**config.mk**
```make
export PLATFORM = sky130hd
export DESIGN_NAME = serial_alu_sequencer
export DESIGN_NICKNAME = d
export VERILOG_FILES = /design/src/rtl/serial_alu_sequencer.sv
export SDC_FILE = /design/constraint.sdc
export NUM_CORES = 1
export LEC_CHECK = 0
export BUFFER_PORTS_ARGS = -buffer_cell sky130_fd_sc_hd__buf_2
export CAP_MARGIN = 20
export CORE_ASPECT_RATIO = 0.8
export CORE_MARGIN = 3
export CORE_UTILIZATION = 30
export CTS_BUF_LIST = sky130_fd_sc_hd__clkbuf_4 sky130_fd_sc_hd__clkbuf_8
export DETAILED_ROUTE_END_ITERATION = 8
export HOLD_SLACK_MARGIN = 0.03
export MAX_ROUTING_LAYER = met4
export PLACE_DENSITY_LB_ADDON = 0.2
export SLEW_MARGIN = 5
export SYNTH_ARGS = -nofsm -noshare
export SYNTH_HDL_FRONTEND = slang
export SYNTH_SLANG_ARGS = --single-unit
```
**constraint.sdc**
```tcl
create_clock -name clk -period 1.6 [get_ports clk]
set_input_delay 0 -clock clk [delete_from_list [all_inputs] [get_ports clk]]
set_output_delay 0 -clock clk [all_outputs]
set_load 0.02 [all_outputs]
```
**src/rtl/serial_alu_sequencer.sv**
```systemverilog
// serial_alu_sequencer: bit-serial ADD/SUB/INC/DEC driver for a 1-bit arithmetic slice
module serial_alu_sequencer #(
    parameter int WIDTH = 4
) (
    input  logic             clk,
    input  logic             rst_n,
    input  logic             start,
    input  logic [1:0]       op,
    input  logic [WIDTH-1:0] a,
    input  logic [WIDTH-1:0] b,
    output logic             ready,
    output logic             done,
    output logic [WIDTH-1:0] result,
    output logic             carry,
    output logic             overflow,
    output logic             zero,
    output logic             slice_a,
    output logic             slice_b,
    output logic             slice_carry_in,
    output logic [1:0]       slice_operation,
    input  logic             slice_out,
    input  logic             slice_carry_out
);
    localparam int CW = $clog2(WIDTH);

    typedef enum logic [1:0] {S_IDLE, S_SHIFT, S_DONE} state_t;

    state_t           r_state, w_next;
    logic [WIDTH-1:0] r_a_sh, r_b_sh, r_result;
    logic [CW-1:0]    r_cnt;
    logic [1:0]       r_sel;
    logic             r_cy, r_carry, r_ovf, r_zero;
    logic             w_last;
    logic [WIDTH-1:0] w_res_next;

    assign w_last     = r_cnt == CW'(WIDTH - 1);
    assign w_res_next = {slice_out, r_result[WIDTH-1:1]};
    assign result     = r_result;
    assign carry      = r_carry;
    assign overflow   = r_ovf;
    assign zero       = r_zero;

    // state register
    always_ff @(posedge clk)
        r_state <= !rst_n ? S_IDLE : w_next;

    // next state, handshake and slice drive; slice inputs are quiet outside SHIFT
    always_comb begin
        w_next          = r_state;
        ready           = 1'b0;
        done            = 1'b0;
        slice_a         = 1'b0;
        slice_b         = 1'b0;
        slice_carry_in  = 1'b0;
        slice_operation = 2'b00;
        case (r_state)
            S_IDLE: begin
                ready  = 1'b1;
                w_next = start ? S_SHIFT : S_IDLE;
            end
            S_SHIFT: begin
                slice_a         = r_a_sh[0];
                slice_b         = r_b_sh[0];
                slice_carry_in  = r_cy;
                slice_operation = r_sel;
                w_next          = w_last ? S_DONE : S_SHIFT;
            end
            S_DONE: begin
                done   = 1'b1;
                w_next = S_IDLE;
            end
            default: w_next = S_IDLE;
        endcase
    end

    // datapath: operand shifters, carry chain register, result collection and flags
    always_ff @(posedge clk) begin
        if (!rst_n) begin
            r_a_sh   <= '0;
            r_b_sh   <= '0;
            r_result <= '0;
            r_cnt    <= '0;
            r_sel    <= '0;
            r_cy     <= 1'b0;
            r_carry  <= 1'b0;
            r_ovf    <= 1'b0;
            r_zero   <= 1'b0;
        end else if (r_state == S_IDLE && start) begin
            // select: ADD=10 SUB=01 INC=11 DEC=00; carry-in is 1 for SUB and INC
            r_a_sh   <= a;
            r_b_sh   <= b;
            r_sel    <= {~op[0], op[0] ^ op[1]};
            r_cy     <= op[0] ^ op[1];
            r_cnt    <= '0;
            r_result <= '0;
            r_carry  <= 1'b0;
            r_ovf    <= 1'b0;
            r_zero   <= 1'b0;
        end else if (r_state == S_SHIFT) begin
            r_result <= w_res_next;
            r_cy     <= slice_carry_out;
            r_a_sh   <= r_a_sh >> 1;
            r_b_sh   <= r_b_sh >> 1;
            r_cnt    <= r_cnt + 1'b1;
            if (w_last) begin
                // r_cy here is the carry into the MSB; XOR with carry out gives signed overflow
                r_carry <= slice_carry_out;
                r_ovf   <= r_cy ^ slice_carry_out;
                r_zero  <= w_res_next == '0;
            end
        end
    end
endmodule

```
==> impl_metrics.prom <==
# TYPE chip_impl_metric gauge
chip_impl_metric{name="holdPathStages",unit=""} 4
chip_impl_info{name="synth_top_cells_by_area",value="dfxtp_1 46%, a21oi_1 11%, nand2_1 8.6%"} 1
chip_impl_metric{name="synth.top_cell.area_share",unit=""} 0.4565
chip_impl_info{name="outcome",value="complete, no violations"} 1
chip_impl_metric{name="finalWirelength",unit="um"} 2133
chip_impl_info{name="most-common-layout-cells",value="28 x buf_2, 22 x nand2_1, 22 x dfxtp_1"} 1
chip_impl_metric{name="fmaxAchievable",unit="MHz"} 679.3
chip_impl_metric{name="placement.setup.worst_slack",unit="ns"} 0.2406
chip_impl_metric{name="area.growth.synth_to_final",unit="%"} 32.56
chip_impl_metric{name="drt_pre_antenna_iters",unit=""} 4
chip_impl_metric{name="yosys_warnings",unit=""} 0
chip_impl_metric{name="timing.max_cap.violations",unit=""} 0
chip_impl_metric{name="clkTransAtPathRegs",unit="ns"} 0.07
chip_impl_info{name="worst_hold_path_type",value="primary input to flop"} 1
chip_impl_metric{name="timing.reg2reg.setup_slack",unit="ns"} 0.20
chip_impl_info{name="grt_setup_unrepaired",value="no"} 1
chip_impl_metric{name="ir_worst_vdd",unit="mV"} 0.4791
chip_impl_info{name="tritoncts_clock_tree",value="built"} 1
chip_impl_metric{name="clkSinkCount",unit=""} 22
chip_impl_metric{name="count_of_distinct_cell_types_in_the_synthesized_netlist",unit=""} 27
chip_impl_metric{name="numCtsBuffers",unit=""} 3
chip_impl_metric{name="die_area",unit="sq um"} 3936
chip_impl_info{name="r2r-start",value="r_state[1]"} 1
chip_impl_metric{name="final_layout_size_suffix_gt1_frac",unit=""} 0.2680
chip_impl_metric{name="slew-limit-headroom",unit=""} 0.7382
chip_impl_metric{name="finalCritPeriodShare",unit=""} 0.9200
chip_impl_info{name="most_common_cell_after_layout_fill_and_taps_aside",value="buf_2"} 1
chip_impl_metric{name="drv_slew",unit=""} 0
chip_impl_info{name="hold_path_startpoint",value="op[1]"} 1
chip_impl_info{name="timing.critical_path.from_type",value="flop"} 1
chip_impl_metric{name="worst_ep_required_time",unit="ns"} 1.60
chip_impl_metric{name="route.detailed.wl_per_inst",unit="um"} 11.17
chip_impl_metric{name="floorplan.initialDensity",unit=""} 0.3310
chip_impl_metric{name="vias_per_cell",unit=""} 4.654
chip_impl_metric{name="crit_path_max_incr_delay",unit="ns"} 0.36
chip_impl_metric{name="vias",unit=""} 889
chip_impl_metric{name="syn_area",unit="sq um"} 964.7
chip_impl_metric{name="synth_seq_cells",unit=""} 22
chip_impl_metric{name="crit_arrival",unit="ns"} 1.47
chip_impl_info{name="crit_path_end_kind",value="output port"} 1
chip_impl_metric{name="finalClockSkew",unit="ns"} 0.002854
chip_impl_metric{name="timing.final.setup_violations",unit=""} 0
chip_impl_metric{name="final_period_minus_worst_setup_slack",unit="ns"} 1.472
chip_impl_metric{name="max_fo_critical_path",unit=""} 17
chip_impl_info{name="worst_path_max_delay_cell",value="dfxtp_1"} 1
chip_impl_metric{name="number_of_routed_nets_with_antenna_violations",unit=""} 0
chip_impl_metric{name="p_leak",unit="nW"} 0.5434
chip_impl_info{name="timing.rr.end",value="r_a_sh[1]"} 1
chip_impl_info{name="synth_largest_area_cell",value="dfxtp_1"} 1
chip_impl_metric{name="max_slew.worst_pin.slew",unit="ns"} 0.3922
chip_impl_metric{name="numPortBuffers",unit=""} 28
chip_impl_metric{name="power.density_cell_area",unit="nW/um^2"} 873.6
chip_impl_metric{name="clock_insertion_delay_worst_skew",unit="ns"} 0.26
chip_impl_metric{name="final.setup.worst_slack",unit="ns"} 0.1279
chip_impl_metric{name="grt_antenna_before_repair",unit=""} 0
chip_impl_metric{name="fin_tns_setup",unit="ns"} 0
chip_impl_metric{name="final_layout_fill_cell_count",unit=""} 298
chip_impl_metric{name="synth.yosys.seq_area_share",unit=""} 0.4565
chip_impl_metric{name="coreArea",unit="sq um"} 2914
chip_impl_metric{name="drc_errors",unit=""} 0
chip_impl_info{name="worst_hold_path.endpoint",value="r_sel[0]"} 1
chip_impl_metric{name="standard_cell_rows",unit=""} 17
chip_impl_info{name="path_delay_family",value="buffers and inverters"} 1
chip_impl_metric{name="synth_nets",unit=""} 132
chip_impl_metric{name="groute.usage.overall",unit=""} 0.1157
chip_impl_metric{name="hpwlAfterDp",unit="um"} 1582
chip_impl_metric{name="clockBufferDepth",unit=""} 2
chip_impl_metric{name="timing.final.hold_violations",unit=""} 0
chip_impl_metric{name="grt_start_max_net_pins",unit=""} 18
chip_impl_metric{name="synth_cells",unit=""} 116
chip_impl_metric{name="global_route.overflow_total",unit=""} 0
chip_impl_info{name="timing.critical_path.cells",value="buf_4 -> nor2b_4 -> buf_6 -> and2_1 -> buf_2"} 1
chip_impl_metric{name="r2r_cells",unit=""} 3
chip_impl_info{name="startpoint",value="r_state[0]"} 1
chip_impl_metric{name="cts_max_level",unit=""} 1
chip_impl_info{name="criticalPathCategory",value="flop to output port"} 1
chip_impl_metric{name="design.portCount",unit=""} 29
chip_impl_metric{name="gp_congestion",unit=""} 0.7581
chip_impl_metric{name="number_of_global_route_vias_before_repair",unit=""} 742
chip_impl_metric{name="die_h",unit="um"} 56.72
chip_impl_metric{name="final_net_count",unit=""} 171
chip_impl_metric{name="syn_avg_cell_area",unit="sq um"} 8.316
chip_impl_metric{name="dr.first_iter.drc_count",unit=""} 40
chip_impl_metric{name="insertedDiodeCount",unit=""} 0
chip_impl_metric{name="critical_path_buf_inv_count",unit=""} 3
chip_impl_metric{name="die_w",unit="um"} 69.40
chip_impl_metric{name="grt_pass1_wl",unit="um"} 3560
chip_impl_info{name="clk_root_buffer_cell",value="clkbuf_8"} 1
==> worst max path at each step <==
stage,end,slack (ns),depth (start not counted)
floorplan,r_cy,0.40,5
global placement,r_a_sh[1],0.28,3
detailed placement,r_a_sh[1],0.24,3
CTS,slice_operation[0],0.02,5
global route,slice_operation[0],0.006,5
finish,slice_operation[0],0.13,5
==> kinds of logic (layout without fill, tap and decap cells) <==
logic type / count (synthesis) / count (layout) / share of synthesized area
simple gates: 50 / 50 / 0.2685
fa+ha+maj: 1 / 1 / 0.01297
compound gates: 30 / 30 / 0.1751
xor+xnor: 3 / 3 / 0.02724
buf+inv: 10 / 47 / 0.05966
flops: 22 / 22 / 0.4565
==> metrics by stage <==
stage / instance area, sq um / power (W) / util / hold WS (ns) / std cells
2_1_floorplan: 964.7 / 0.0007220 / - / 0.09561 / 116
3_3_place_gp: 1136 / 0.0007750 / 0.3899 / 0.2174 / 179
3_5_place_dp: 1136 / 0.0007766 / 0.3899 / 0.2194 / 179
4_1_cts: 1267 / 0.001128 / 0.4350 / 0.05992 / 191
5_1_grt: 1279 / 0.001180 / 0.4388 / 0.07838 / 191
6_report: 1279 / 0.001117 / 0.4388 / 0.06380 / 191
==> worst min-delay path: stages <==
cell and delay [ns]:
buf_2 0.08, xor2_1 0.05, nand2_1 0.08, a21oi_1 0.06
==> synthesized netlist by cell type, drive strengths merged <==
master,number
nand2,23
dfxtp,22
a21oi,21
nor2,7
buf,6
nand3,6
and2,5
o21ai,4
inv,3
nor3b,3
nor2b,2
o221a,2
xor2,2
a211oi,1
a31oi,1
clkbuf,1
ha,1
nand2b,1
nand3b,1
nor4,1
o21a,1
or3b,1
xnor2,1
==> sequential cells by signal (all words and copies together), names as in the netlist <==
| signal | cells |
|---|---|
| r_b_sh | 4 |
| carry | 1 |
| r_a_sh | 4 |
| r_sel | 2 |
| r_state | 2 |
| result | 4 |
| r_cy | 1 |
| overflow | 1 |
| zero | 1 |
| r_cnt | 2 |
==> routing by layer <==
| layer | vias up | GRT usage | wire (um) |
|---|---|---|---|
| met1 | 389 | 0.1527 | 1080 |
| met2 | 27 | 0.1590 | 887 |
| met5 | - | - | 0 |
| met4 | 0 | 0.03343 | 21 |
| li1 | 469 | - | - |
| met3 | 4 | 0.05009 | 144 |
==> power by group <==
| group | total [W] | internal (W) | switching, W | leakage (nW) |
|---|---|---|---|---|
| clock | 0.000335 | 0.000168 | 0.000167 | 0.0216 |
| sequential | 0.000592 | 0.000576 | 0.0000155 | 0.180 |
| combinational | 0.000191 | 0.0000900 | 0.000101 | 0.342 |
| total | 0.00112 | 0.000834 | 0.000283 | 0.543 |
==> area by class of cell <==
class | instances | area, sq um | area share
well taps | 38 | 47.55 | 0.03718
flip-flops and latches | 22 | 440.4 | 0.3444
repair buffers | 41 | 264.0 | 0.2065
clock buffers | 3 | 41.29 | 0.03229
multi-input cells | 84 | 474.2 | 0.3708
inverters | 3 | 11.26 | 0.008806
==> repair_timing <==
item                       CTS  global route
hold endpoints to repair     9             0
gates resized for setup      0             3
hold buffers                 9             0
setup endpoints to repair    0             3
buffers inserted             0             0
(Power assumes the default switching activity.)
